File: src/rtl/simple_prog_loader.sv
// simple_prog_loader
//   Byte-stream program loader. Receives a framed instruction image
//   (0xA5, CNT_H, CNT_L, 2N payload bytes high-first, XOR checksum) over a
//   valid/ready byte interface. It assembles 16-bit words and writes them to
//   instruction memory from address 0. The core is held in reset until a
//   frame with a good checksum has been loaded.
// Ports:
//   clk, rst_n    clock, asynchronous active-low reset
//   start         single-cycle pulse: begin or restart a load
//   rx_valid      rx_data holds a byte
//   rx_data       incoming byte
//   rx_ready      loader can accept a byte (registered)
//   mem_we        instruction memory write strobe, one cycle per word
//   mem_addr      write address
//   mem_wdata     instruction word ([15:14] = instruction class)
//   cpu_rst_n     active-low core reset, released only in DONE
//   done          load completed with good checksum
//   err           load failed (bad count or bad checksum)
module simple_prog_loader #(
  parameter int ADDR_W = 12
) (
  input  logic              clk,
  input  logic              rst_n,
  input  logic              start,
  input  logic              rx_valid,
  input  logic [7:0]        rx_data,
  output logic              rx_ready,
  output logic              mem_we,
  output logic [ADDR_W-1:0] mem_addr,
  output logic [15:0]       mem_wdata,
  output logic              cpu_rst_n,
  output logic              done,
  output logic              err
);

  typedef enum logic [3:0] {
    IDLE, SYNC, CNT_H, CNT_L, DATA_H, DATA_L, CSUM, DONE, ERR
  } state_t;

  localparam logic [7:0]  SYNC_BYTE = 8'hA5;
  localparam logic [16:0] MAX_N     = 17'(1) << ADDR_W;

  state_t      state;
  logic [7:0]  hi_byte;   // CNT_H during the header, word high byte in payload
  logic [15:0] remain;    // words still to receive
  logic [7:0]  acc;       // running XOR of payload bytes
  logic        accept;
  logic [15:0] n_rx;

  assign accept = rx_valid && rx_ready;
  assign n_rx   = {hi_byte, rx_data};

  // Word count must be non-zero and fit in the instruction memory.
  function automatic logic count_ok(input logic [15:0] n);
    return (n != 16'd0) && ({1'b0, n} <= MAX_N);
  endfunction

  always_ff @(posedge clk or negedge rst_n) begin
    if (!rst_n) begin
      state     <= IDLE;
      rx_ready  <= 1'b0;
      mem_we    <= 1'b0;
      mem_addr  <= '0;
      mem_wdata <= '0;
      cpu_rst_n <= 1'b0;
      done      <= 1'b0;
      err       <= 1'b0;
      hi_byte   <= '0;
      remain    <= '0;
      acc       <= '0;
    end else begin
      mem_we <= 1'b0;
      // Address advances at the end of each write cycle; the final
      // increment after word N is harmless since nothing reads it.
      if (mem_we) mem_addr <= mem_addr + ADDR_W'(1);

      case (state)
        IDLE, DONE, ERR: begin
          if (start) begin
            state     <= SYNC;
            rx_ready  <= 1'b1;
            done      <= 1'b0;
            err       <= 1'b0;
            cpu_rst_n <= 1'b0;
            mem_addr  <= '0;
            remain    <= '0;
            acc       <= '0;
          end
        end
        SYNC: begin
          // Anything but the sync byte is dropped while hunting.
          if (accept && rx_data == SYNC_BYTE) state <= CNT_H;
        end
        CNT_H: begin
          if (accept) begin
            hi_byte <= rx_data;
            state   <= CNT_L;
          end
        end
        CNT_L: begin
          if (accept) begin
            if (count_ok(n_rx)) begin
              remain <= n_rx;
              state  <= DATA_H;
            end else begin
              state    <= ERR;
              rx_ready <= 1'b0;
              err      <= 1'b1;
            end
          end
        end
        DATA_H: begin
          if (accept) begin
            hi_byte <= rx_data;
            acc     <= acc ^ rx_data;
            state   <= DATA_L;
          end
        end
        DATA_L: begin
          if (accept) begin
            mem_we    <= 1'b1;
            mem_wdata <= {hi_byte, rx_data};
            acc       <= acc ^ rx_data;
            remain    <= remain - 16'd1;
            state     <= (remain == 16'd1) ? CSUM : DATA_H;
          end
        end
        CSUM: begin
          if (accept) begin
            rx_ready <= 1'b0;
            if (rx_data == acc) begin
              state     <= DONE;
              done      <= 1'b1;
              cpu_rst_n <= 1'b1;
            end else begin
              state <= ERR;
              err   <= 1'b1;
            end
          end
        end
        default: begin
          state    <= IDLE;
          rx_ready <= 1'b0;
        end
      endcase
    end
  end

endmodule

File: config.mk
export PLATFORM = sky130hd
export DESIGN_NAME = simple_prog_loader
export DESIGN_NICKNAME = d
export VERILOG_FILES = /design/src/rtl/simple_prog_loader.sv
export SDC_FILE = /design/constraint.sdc
export NUM_CORES = 1
export LEC_CHECK = 0
export BUFFER_PORTS_ARGS = -buffer_cell sky130_fd_sc_hd__buf_4
export CAP_MARGIN = 5
export CORE_ASPECT_RATIO = 1.75
export CORE_MARGIN = 2
export CORE_UTILIZATION = 52
export CTS_CLUSTER_DIAMETER = 200
export DETAILED_ROUTE_END_ITERATION = 12
export HOLD_SLACK_MARGIN = 0.06
export PLACE_DENSITY = 0.79
export SLEW_MARGIN = 20
export SYNTH_ARGS = -nofsm -noshare
export SYNTH_HDL_FRONTEND = slang
export SYNTH_SLANG_ARGS = --single-unit
File: constraint.sdc
create_clock -name clk -period 1.7 [get_ports clk]
set_input_delay 0.255 -clock clk [delete_from_list [all_inputs] [get_ports clk]]
set_output_delay 0.255 -clock clk [all_outputs]
set_load 0.005 [all_outputs]
Word level (Yosys, flattened, before mapping)
Index checks and enable logic that the tools add are counted.
W data, S select, Z words.
{"block": "classes", "magnitude_cmp": 1, "bitwise": 2, "add_sub_neg": 2, "n_reduce_logical": 21, "n_eq_ne": 23, "mux": 38}
{"operator": "$mux W16", "n": 4}
{"operator": "$pmux W16 S3", "n": 1}
{"operator": "$mux W12", "n": 3}
{"operator": "$mux W4", "n": 9}
{"operator": "$pmux W4 S7", "n": 1}
{"operator": "$ne A2 B2 Y1 const B", "n": 11}
{"operator": "$eq A16 B1 Y1 const B", "n": 1}
{"operator": "$eq A4 B3 Y1 const B", "n": 4}
{"operator": "$le A16 B13 Y1 const B", "n": 1}
{"operator": "$mux W8", "n": 2}
{"operator": "$pmux W8 S2", "n": 1}
{"operator": "$reduce_bool A16 Y1", "n": 1}
{"operator": "$sub A16 B1 Y16 const B", "n": 1}
{"operator": "$mux W1", "n": 13}
{"operator": "$add A12 B1 Y12 const B", "n": 1}
{"operator": "$reduce_and A5 Y1", "n": 2}
{"operator": "$eq A4 B2 Y1 const B", "n": 2}
{"operator": "$eq A8 B8 Y1", "n": 1}
{"operator": "$eq A8 B8 Y1 const B", "n": 1}
{"operator": "$xor A8 B8 Y8", "n": 1}
{"operator": "$reduce_and A7 Y1", "n": 1}
{"operator": "$reduce_and A6 Y1", "n": 1}
{"operator": "$reduce_bool A3 Y1", "n": 2}
{"operator": "$eq A4 B1 Y1 const B", "n": 1}
{"operator": "16 further kinds", "n": 21}
{"block": "word_totals", "inputBits": 12, "regBits": 68}

Depth between registers and ports, before layout
Gate-level depths: netlist (run 1).
{"block": "depth", "depth_word": 5, "depth_mapped": 7}

Least setup slack after synthesis (run 1)
Ideal clock, no wire load.
{"block": "synth_path", "path_type": "reg2reg", "start": "reg remain[8]", "end": "reg remain[14]", "path_stages_with_launch": 7, "path_buffers": 1, "arrival_time_ps": 1800, "setup_ps": 122, "path_slack_ps": -222, "period_less_slack_ps": 1922, "cell_sequence": "dfrtp_1 > or4_1 > buf_2 > nor4_4 > a31oi_1 > or3_1 > a32o_1"}
{"block": "synth_via", "elab_chain_len": 3}
{"element": "start, declared", "line_no": "45", "source": "logic [15:0] remain;"}
{"element": "start signal, assigned", "line_no": "103", "source": "remain <= n_rx;"}
{"element": "start signal, assigned", "line_no": "124", "source": "remain <= remain - 16'd1;"}
{"element": "$sub A16 B1 Y16", "line_no": "124"}
{"element": "$mux W16", "line_no": "120", "source": "if (accept) begin"}
{"element": "$pmux W16 S3", "line_no": "77", "source": "case (state)"}
Every way passes these cells. The select of a mux whose other input is x is not followed.
A chain may end at the register's enable or synchronous reset.

Worst setup path after layout (run 1)
{"block": "layout_path", "start": "reg remain[7]", "end": "reg remain[14]"}
The elaborated chain is that of the path after synthesis.

==> summary.md, run 1 <==
| Metric | Value |
|---|---|
| Post-synth EDFFs | 0 |
| Sequential-to-total area share from yosys stat | 48.09% |
| RSZ-0062 raised after global routing | true |
| Critical Path AT | 2.26 ns |
| Main flop type after synthesis | dfrtp_1 |
| Die Y | 113.1 µm |
| Initial Utilization | 54.11% |
| Setup Viol. Count Final | 44 |
| Initial antenna violation count | 0 |
| Syn Nets | 366 |
| CP max FO | 4 |
| Nets@finish | 516 |
| Worst setup SP type | flip-flop |
| Die area | 7506 µm² |
| Final Cycle Share | 119.6% |
| Leak | 2.642 nW |
| Min-delay worst type | in2reg |
| I/O Buffers | 44 |
| Hold path start | rx_data[3] |
| GRT Util Overall | 36.63% |
| Clock sinks | 68 |
| Max Transition Viols Final | 0 |
| Core area | 6539 µm² |
| Seq cells post-synth | 68 |
| Clk slew on worst S/H paths | 0.06 ns |
| Slowest CP cell | or4_4 |
| DP HPWL | 7321 µm |
| Die width | 66.36 µm |
| Hold endpoint | hi_byte[3] |
| First-pass GRT wire length | 20140 µm |
| Worst-case reg-to-reg path depth | 5 |
| Max-cap violations | 0 |
| Failing checks | negative setup slack |
| Dpl ws | -0.2752 ns |
| Synth unique cells | 52 |
| DRT Pass-1 Iters | 6 |
| Cts bufs inserted | 9 |
| Setup_tns | -5.693 ns |
| Synth Area per Inst | 10.08 µm² |
| GP Congestion | 0.9306 |
| Final number of hold-violating endpoints | 0 |
| Crit-path max cell delay | 0.60 ns |
| PwrDens | 1738 nW/µm² |
| RR Endpoint | remain[14] |
| Max IR drop VDD | 1603 µV |
| FF-to-FF Start | remain[7] |
| Initial drt markers | 526 |
| Worst path bufs/invs | 0 |
| H-tree levels | 3 |
| Tot Pwr | 9.773 mW |
| Residual DRC | 0 |
| Vias in the first global route | 3953 |
| CTS tree | yes |
| Worst skew pair latency | 0.35 ns |
| Setup Skew | 0.009700 ns |
| Max Root-Sink Buffers | 2 |
| Critical path required time | 1.92 ns |
| Crit Path Class | reg2reg |
| Final worst slack | -0.3331 ns |
| Relative slew slack | 55.01% |
| Cells along the critical path | or4_4, nor4_4, a31oi_1, or3_1, a32o_1 |
| P&R area growth vs syn | 58.88% |
| Cell family contributing the most delay on the critical path | simple AND/OR/NAND/NOR gates |
| WL final | 15770 µm |
| Commonest non-fill, non-tap cell in the layout | buf_4 |
| Async set-reset flop share out of synthesis | 100.0% |
| Total grt overflow | 0 |
| Fmax achieved | 491.9 MHz |
| Cell depth of the worst min-delay path | 3 |
| Mapped Area | 3538 µm² |
| Worst Setup End Kind | flip-flop |
| Ys Warns | 0 |
| CTS root buf | clkbuf_16 |
| Num ports | 45 |
| Status | finished with violations |
| Vias per inst | 6.820 |
| Layout cells sized above 1 | 51.78% |
| Antenna cell count | 0 |
| Routed Antenna Nets | 0 |
| Detailed-route via count | 4010 |
| Fin crit period | 2.033 ns |
| R2R Setup Slk | -0.33 ns |
| Most frequent cells in the layout | buf_4 (123), dfrtp_1 (64), nor2_1 (35), buf_6 (27) |
| Std cell rows | 39 |
| Avg WL per Cell | 26.81 µm |
| Syn Inst Count | 351 |
| Largest net degree at the start of global routing | 44 |
| Worst-Margin Slew | 0.6693 ns |
==> metal layers <==
layer | vias to the layer above | wire [µm] | track usage, % | part of all wire, %
met3 | 165 | 1511 | 9.046 | 9.6
met1 | 1890 | 4941 | 37.22 | 31
met2 | 385 | 7749 | 63.73 | 49
li1 | 1570 | - | - | -
met4 | 0 | 1564 | 24.63 | 9.9
met5 | - | 0 | 0 | 0
==> timing repair <==
item                                    CTS  global route
gates cloned                              3             1
buffers inserted                         23             8
pin swaps                                28            21
resized for setup                        72            60
endpoints found under the setup margin   40            56
hold buffers                              1             0
hold endpoints to repair                 25             0
==> synthesized netlist by cell type, drive strengths merged (2+ instances only) <==
cell,instances,area (µm²)
nand4,8,50.05
and3,2,12.51
nand2,24,90.09
nor3,10,60.06
and4b,3,30.03
or4,4,30.03
a21oi,18,90.09
buf,11,57.55
mux2i,2,20.02
xor2,24,210.2
nor3b,2,15.01
nor4b,2,17.52
or3,4,25.02
nand3b,2,18.77
inv,10,37.54
clkbuf,7,26.28
a21o,2,15.01
o21ai,25,125.1
xnor2,4,35.03
dfrtp,68,1702
nor4,7,77.58
a22oi,4,30.03
o31ai,10,75.07
ha,3,37.54
a31oi,5,31.28
a32oi,3,26.28
mux2,24,270.3
and2,2,12.51
a32o,2,20.02
nand3,6,30.03
nand2b,2,12.51
nor2,39,153.9
==> stage by stage <==
| step | hold WS, ns | util [%] | cells | area (µm²) |
|---|---|---|---|---|
| global placement | 0.1841 | 69.35 | 539 | 4534 |
| finish | 0.3118 | 85.97 | 588 | 5622 |
| global route | 0.3191 | 85.97 | 588 | 5622 |
| detailed placement | 0.1889 | 69.35 | 539 | 4534 |
| floorplan | -0.04059 | - | 351 | 3575 |
| CTS | 0.2919 | 81.11 | 582 | 5304 |
==> where the power goes <==
group,leakage (nW),switching (mW),internal [mW],total [mW]
logic,1.61,2.83,2.59,5.42
registers,0.906,0.540,2.05,2.59
clock network,0.129,0.738,1.02,1.76
total,2.64,4.11,5.66,9.77
==> worst reg2reg max path, stage by stage, from the launching register on <==
cell	delay (ns)
dfrtp_1	0.40
or4_4	0.60
nor4_4	0.18
a31oi_1	0.14
or3_1	0.36
a32o_1	0.23
==> cells by family after synthesis <==
family,count (synthesis),share of synthesized area [%]
multiplexers,26,8.204
flip-flops,68,48.09
AO/OA/AOI/OAI,77,13.51
buffers and inverters,28,3.430
adder cells (fa/ha/maj),3,1.061
XOR/XNOR,28,6.931
AND/OR/NAND/NOR,121,18.78
==> state kept, by name, indices dropped and copies added, names as in the netlist <==
register	flops
mem_wdata	16
remain	16
mem_addr	12
acc	8
hi_byte	8
state	4
done	1
err	1
mem_we	1
rx_ready	1
==> worst max-delay path by stage <==
stage / from / endpoint / slack (ns) / cells past startpoint
final: remain[7] / remain[14] / -0.33 / 5
after global routing: remain[7] / remain[14] / -0.36 / 5
after CTS: remain[7] / remain[14] / -0.23 / 5
after detailed placement: remain[8] / remain[12] / -0.28 / 6
after global placement: state[3] / remain[14] / -0.19 / 5
after floorplan: remain[8] / remain[14] / -0.22 / 6
==> layout make-up <==
| cell class | instances | area (µm²) |
|---|---|---|
| multi-input combinational | 256 | 2155 |
| sequential | 68 | 1707 |
| timing repair buffer | 156 | 1345 |
| inverter | 10 | 41.29 |
| tap | 82 | 102.6 |
| clock buffer | 12 | 246.5 |
| fill | 292 | 917.1 |
| clock inverter | 4 | 25.02 |
Power figures use the tool's default switching activity.
==> inputs of run 2 (changes only) <==
--- a/config.mk
+++ b/config.mk
@@ -8,7 +8,6 @@
 export BUFFER_PORTS_ARGS = -buffer_cell sky130_fd_sc_hd__buf_4
 export CAP_MARGIN = 5
 export CORE_ASPECT_RATIO = 1.75
-export CORE_MARGIN = 2
 export CORE_UTILIZATION = 52
 export CTS_CLUSTER_DIAMETER = 200
 export DETAILED_ROUTE_END_ITERATION = 12
==> run 2 against run 1 <==
Effect of this change:
- the flow still finishes with violations (negative setup slack)
- first-iteration DRC count is 29% lower
- clock skew hardly changed
- total power is 3.1% lower
- critical path type unchanged
- highest routed layer unchanged
==> summary.md, run 2 (synthesis results as in run 1) <==
| Metric | Value |
|---|---|
| Status | finished with violations |
| Failing checks | negative setup slack |
| I/O Buffers | 44 |
| Commonest non-fill, non-tap cell in the layout | buf_4 |
| Routed Antenna Nets | 0 |
| Vias per inst | 6.703 |
| Final Cycle Share | 118.3% |
| Largest net degree at the start of global routing | 42 |
| Logic pwr share | 53.9% |
| Reg power frac | 26.2% |
| R2R Setup Slk | -0.31 ns |
| Cell depth of the worst min-delay path | 3 |
| Initial antenna violation count | 0 |
| Avg WL per Cell | 25.33 µm |
| Setup Skew | 0.009966 ns |
| Nets@finish | 518 |
| Critical Path AT | 2.28 ns |
| Relative slew slack | 67.61% |
| Final Non-Filler Cells | 589 |
| CTS tree | yes |
| Clk slew on worst S/H paths | 0.06 ns |
| Residual DRC | 0 |
| Crit Path Class | reg2reg |
| Max Root-Sink Buffers | 2 |
| Hold path start | rx_data[3] |
| Antenna cell count | 0 |
| GRT Util Overall | 41.56% |
| Worst-case reg-to-reg path depth | 7 |
| Util after Layout | 85.65% |
| Worst path bufs/invs | 2 |
| Inst Count DP | 550 |
| PwrDens | 1690 nW/µm² |
| Detailed-route via count | 3948 |
| Hold WS | 0.2314 ns |
| Most frequent cells in the layout | buf_4 (137), dfrtp_1 (66), nor2_1 (36), xor2_1 (22), nand2_1 (21) |
| Net load switching power | 3.797 mW |
| Worst-Margin Slew | 0.4833 ns |
| P&R area growth vs syn | 58.27% |
| DRT Pass-1 Iters | 6 |
| Cts bufs inserted | 9 |
| Max IR drop VDD | 1260 µV |
| WL final | 14920 µm |
| CTS root buf | clkbuf_16 |
| Max-cap violations | 0 |
| Worst skew pair latency | 0.34 ns |
| Fin crit period | 2.011 ns |
| Cell family contributing the most delay on the critical path | simple AND/OR/NAND/NOR gates |
| H-tree levels | 3 |
| Max Transition Viols Final | 0 |
| Std cell rows | 39 |
| Die area | 7151 µm² |
| Layout cells sized above 1 | 50.49% |
| Hold endpoint | remain[3] |
| Worst setup SP type | flip-flop |
| Final number of hold-violating endpoints | 0 |
| Vias in the first global route | 3968 |
| Final worst slack | -0.3111 ns |
| P_int | 5.669 mW |
| RR Endpoint | remain[14] |
| GP Congestion | 0.9746 |
| Switching share of power | 40.12% |
| Core area | 6539 µm² |
| DP HPWL | 7810 µm |
| Crit path top cell by count | buf_4 |
| Fmax achieved | 497.2 MHz |
| Die Y | 111.1 µm |
| Cells along the critical path | nor4_4, buf_4, nand4_1, a21boi_4, buf_4, or3_1, a32o_1 |
| Die width | 64.36 µm |
| First-pass GRT wire length | 21490 µm |
| Slowest CP cell | dfrtp_1 |
| Initial Utilization | 54.11% |
| Min-delay worst type | in2reg |
| Num ports | 45 |
| Dpl ws | -0.2675 ns |
| Top Registers | mem_wdata (16), remain (16), mem_addr (12) |
| Initial drt markers | 371 |
| Worst Setup End Kind | flip-flop |
| FF-to-FF Start | hi_byte[2] |
| CP max FO | 7 |
| Crit-path max cell delay | 0.44 ns |
| Clk pwr share | 20.0% |
| Leak | 2.662 nW |
| Setup Viol. Count Final | 40 |
| Total grt overflow | 0 |
| Critical path required time | 1.97 ns |
| RSZ-0062 raised after global routing | true |
| Clock sinks | 68 |
## run 2: changes by cell type in the layout (fill, tap and decap cells not counted), moves of 2 or more
cell	previous run	this run
a31oi_1	3	5
a31oi_4	2	0
buf_12	2	7
buf_4	123	137
buf_6	27	11
dfrtp_1	64	66
dfrtp_2	4	2
mux2_2	9	7
mux2_4	15	17
nor3_2	1	3
o21ai_2	11	9
## run 2: repair_timing
action	4_1_cts	5_1_grt
gates resized for setup	72	32
pin swaps	13	17
setup endpoints to repair	54	55
hold endpoints to repair	27	0
hold buffers	1	0
setup buffers	10	14
cloned	2	0
## run 2: worst max path at each step
stage               depth (start not counted)          to       start
floorplan                                   6  remain[14]   remain[8]
global placement                            6    state[1]    state[2]
CTS                                         5  remain[14]  hi_byte[0]
detailed placement                          5  remain[14]  hi_byte[0]
global route                                7    state[3]  hi_byte[0]
finish                                      7  remain[14]  hi_byte[2]
## run 2: final cells by class
cell class	instances	area, µm²
clock buffer	11	242.7
clock inverter	4	50.05
tap	82	102.6
timing repair buffer	159	1360
inverter	10	41.29
sequential	68	1704
fill	295	938.4
multi-input combinational	255	2100
## run 2: power by group through the flow
| stage | Clock (mW) | Combinational, mW | Sequential (mW) |
|---|---|---|---|
| final | 1.89 | 5.10 | 2.48 |
| after detailed placement | 0 | 3.65 | 2.39 |
| after global placement | 0 | 3.55 | 2.36 |
| after floorplan | 0 | 1.83 | 2.38 |
| after CTS | 1.86 | 4.21 | 2.40 |
| after global routing | 1.97 | 5.33 | 2.50 |
## run 2: per-stage QoR
| step | cell area, µm² | power (mW) | TNS (ns) |
|---|---|---|---|
| 5_1_grt | 5600 | 9.805 | -8.763 |
| 6_report | 5600 | 9.466 | -6.375 |
| 3_5_place_dp | 4654 | 6.043 | -7.847 |
| 3_3_place_gp | 4654 | 5.909 | -6.031 |
| 2_1_floorplan | 3575 | 4.214 | -0.3824 |
| 4_1_cts | 5369 | 8.471 | -3.381 |
## run 2: tightest hold or removal path, stage by stage
cell and delay [ns]:
buf_4 0.11, a32oi_1 0.06, o21ai_1 0.11
## run 2: routing by layer
layer	global-route usage [%]	part of all wire [%]	vias up	wire (µm)
met4	31.26	9.6	0	1429
met2	69.40	52	325	7697
li1	-	-	1573	-
met3	12.55	7.5	141	1119
met5	0	0	-	0
met1	42.09	31	1909	4671
==> inputs of run 3 (changes only) <==
--- a/config.mk
+++ b/config.mk
@@ -12,7 +12,7 @@
 export CTS_CLUSTER_DIAMETER = 200
 export DETAILED_ROUTE_END_ITERATION = 12
 export HOLD_SLACK_MARGIN = 0.06
-export PLACE_DENSITY = 0.79
+export PLACE_DENSITY = 0.75
 export SLEW_MARGIN = 20
 export SYNTH_ARGS = -nofsm -noshare
 export SYNTH_HDL_FRONTEND = slang
==> run 3 against run 2 <==
Effect of this change:
- the flow still finishes with violations (negative setup slack)
- core utilization fell by 3.0 points
- sequential share of layout area is 1.1 points higher
- die area stayed put
- maximum frequency grew 3.2%
- non-clock buffer count down 22
- worst hold slack better by 0.028 ns
- global-route usage shrank 12 points
- clock-buffer cell count grew 1
- combinational power decreased by 9.6%
- sequential power hardly changed
- clock skew shrank 0.0060 ns
==> summary.md, run 3 (synthesis results as in run 1) <==
| Metric | Value |
|---|---|
| Initial antenna violation count | 0 |
| P_int | 5.960 mW |
| Worst Setup End Kind | flip-flop |
| Detailed-route via count | 3503 |
| Vias per inst | 6.167 |
| Clock sinks | 68 |
| DRT Pass-1 Iters | 5 |
| Sequential Area | 1705 µm² |
| Status | finished with violations |
| Worst skew pair latency | 0.33 ns |
| P&R area growth vs syn | 52.72% |
| GRT Util Overall | 29.80% |
| Layout cells sized above 1 | 48.35% |
| # fillers | 371 |
| Initial Utilization | 54.11% |
| Crit-path max cell delay | 0.41 ns |
| Final Cycle Share | 114.6% |
| R2R Setup Slk | -0.25 ns |
| Critical Path AT | 2.16 ns |
| Number of cells on the critical path | 5 |
| Fin crit period | 1.949 ns |
| Num ports | 45 |
| Total grt overflow | 0 |
| Die Y | 111.1 µm |
| Max Transition Viols Final | 0 |
| PwrDens | 1730 nW/µm² |
| Clk slew on worst S/H paths | 0.05 ns |
| Commonest non-fill, non-tap cell in the layout | buf_4 |
| H-tree levels | 3 |
| Antenna cell count | 0 |
| Die width | 64.36 µm |
| Vias in the first global route | 3399 |
| Nets@finish | 496 |
| Switching share of power | 36.26% |
| Clk pwr share | 24.4% |
| Worst-case reg-to-reg path depth | 5 |
| Avg WL per Cell | 20.06 µm |
| Net load switching power | 3.390 mW |
| Most frequent cells in the layout | buf_4 (119), dfrtp_1 (65), nor2_1 (36), mux2_2 (24), xor2_1 (22) |
| Dpl ws | -0.4248 ns |
| CP max FO | 8 |
| RSZ-0062 raised after global routing | true |
| Top Registers | mem_wdata (16), remain (16), mem_addr (12) |
| Failing checks | negative setup slack |
| Residual DRC | 0 |
| First-pass GRT wire length | 16010 µm |
| Worst-Margin Slew | 0.5416 ns |
| Routed Antenna Nets | 0 |
| Largest net degree at the start of global routing | 37 |
| FF-to-FF Start | hi_byte[2] |
| DP HPWL | 6980 µm |
| Critical path startpoint | hi_byte[2] |
| Setup Viol. Count Final | 23 |
| Util after Layout | 82.64% |
| Min-delay worst type | in2reg |
| Fmax achieved | 513.2 MHz |
| Final number of hold-violating endpoints | 0 |
| RR Endpoint | remain[14] |
| Die area | 7151 µm² |
| Cell family contributing the most delay on the critical path | simple AND/OR/NAND/NOR gates |
| Critical path required time | 1.92 ns |
| Worst path bufs/invs | 0 |
| Multi-input combinational cell area | 2033 µm² |
| WL final | 11400 µm |
| Leak | 2.602 nW |
| Setup Skew | 0.003994 ns |
| CP Capture Point | remain[14] |
| Final worst slack | -0.2486 ns |
| Cells along the critical path | nor4_4, nand3_1, a32o_2, or3_1, a32o_1 |
| Max Root-Sink Buffers | 2 |
| CTS tree | yes |
| Crit Path Class | reg2reg |
| Max-cap violations | 0 |
| Initial drt markers | 289 |
| GP Congestion | 0.9650 |
| Slowest CP cell | dfrtp_1 |
| Relative slew slack | 63.61% |
| Max IR drop VDD | 1434 µV |
| Std cell rows | 39 |
| Worst setup SP type | flip-flop |
| Core area | 6539 µm² |
| Reg power frac | 26.3% |
| CTS root buf | clkbuf_16 |
| Cell depth of the worst min-delay path | 2 |
| I/O Buffers | 44 |
| Cts bufs inserted | 9 |
| Logic pwr share | 49.3% |
[run 3: timing repair]
item,CTS,global route
hold endpoints to repair,32,0
hold buffers,1,0
setup endpoints to repair,21,48
pin swaps,12,35
resized for setup,41,52
gates cloned,0,2
buffers inserted,6,8
[run 3: worst reg2reg max path: stages, from the launching register on]
cell and delay (ns):
dfrtp_1 0.41, nor4_4 0.30, nand3_1 0.15, a32o_2 0.37, or3_1 0.40, a32o_1 0.21
[run 3: worst min-delay path by stage]
stage	from	endpoint	slack, ns
2_1_floorplan	rst_n	acc[0]	-0.04
3_3_place_gp	rst_n	mem_addr[7]	0.23
3_5_place_dp	rst_n	mem_addr[7]	0.23
4_1_cts	rx_data[2]	mem_wdata[2]	0.23
5_1_grt	rx_data[2]	mem_wdata[2]	0.25
6_report	rx_data[6]	hi_byte[6]	0.26
[run 3: power by group through the flow]
stage                     clock (mW)  sequential (mW)  combinational (mW)
after floorplan                    0             2.38                1.83
after global placement             0             2.39                3.33
after detailed placement           0             2.41                3.41
after CTS                       2.30             2.43                3.88
after global routing            2.37             2.50                4.89
final                           2.29             2.45                4.61
[run 3: through the flow]
stage / instance area (µm²) / hold WS [ns] / std cells / power [mW] / TNS [ns]
floorplan: 3575 / -0.04059 / 351 / 4.214 / -0.3824
global route: 5404 / 0.2520 / 568 / 9.756 / -4.485
global placement: 4517 / 0.2283 / 535 / 5.717 / -3.726
detailed placement: 4517 / 0.2309 / 535 / 5.816 / -3.928
finish: 5404 / 0.2592 / 568 / 9.350 / -3.261
CTS: 5105 / 0.2349 / 558 / 8.610 / -1.318
[run 3: cell type report]
cell class / instances / area share [%]
clock buffers: 12 / 4.561
flip-flops and latches: 68 / 31.56
clock inverters: 4 / 2.223
multi-input cells: 255 / 37.62
inverters: 10 / 0.7641
well taps: 82 / 1.899
repair buffers: 137 / 21.37
[run 3: layer usage]
metal	up-vias	share of wire, %	global-route usage [%]
li1	1525	-	-
met3	59	5.3	5.967
met2	194	54	53.75
met4	0	5.4	15.41
met1	1725	35	31.57
met5	-	0	0
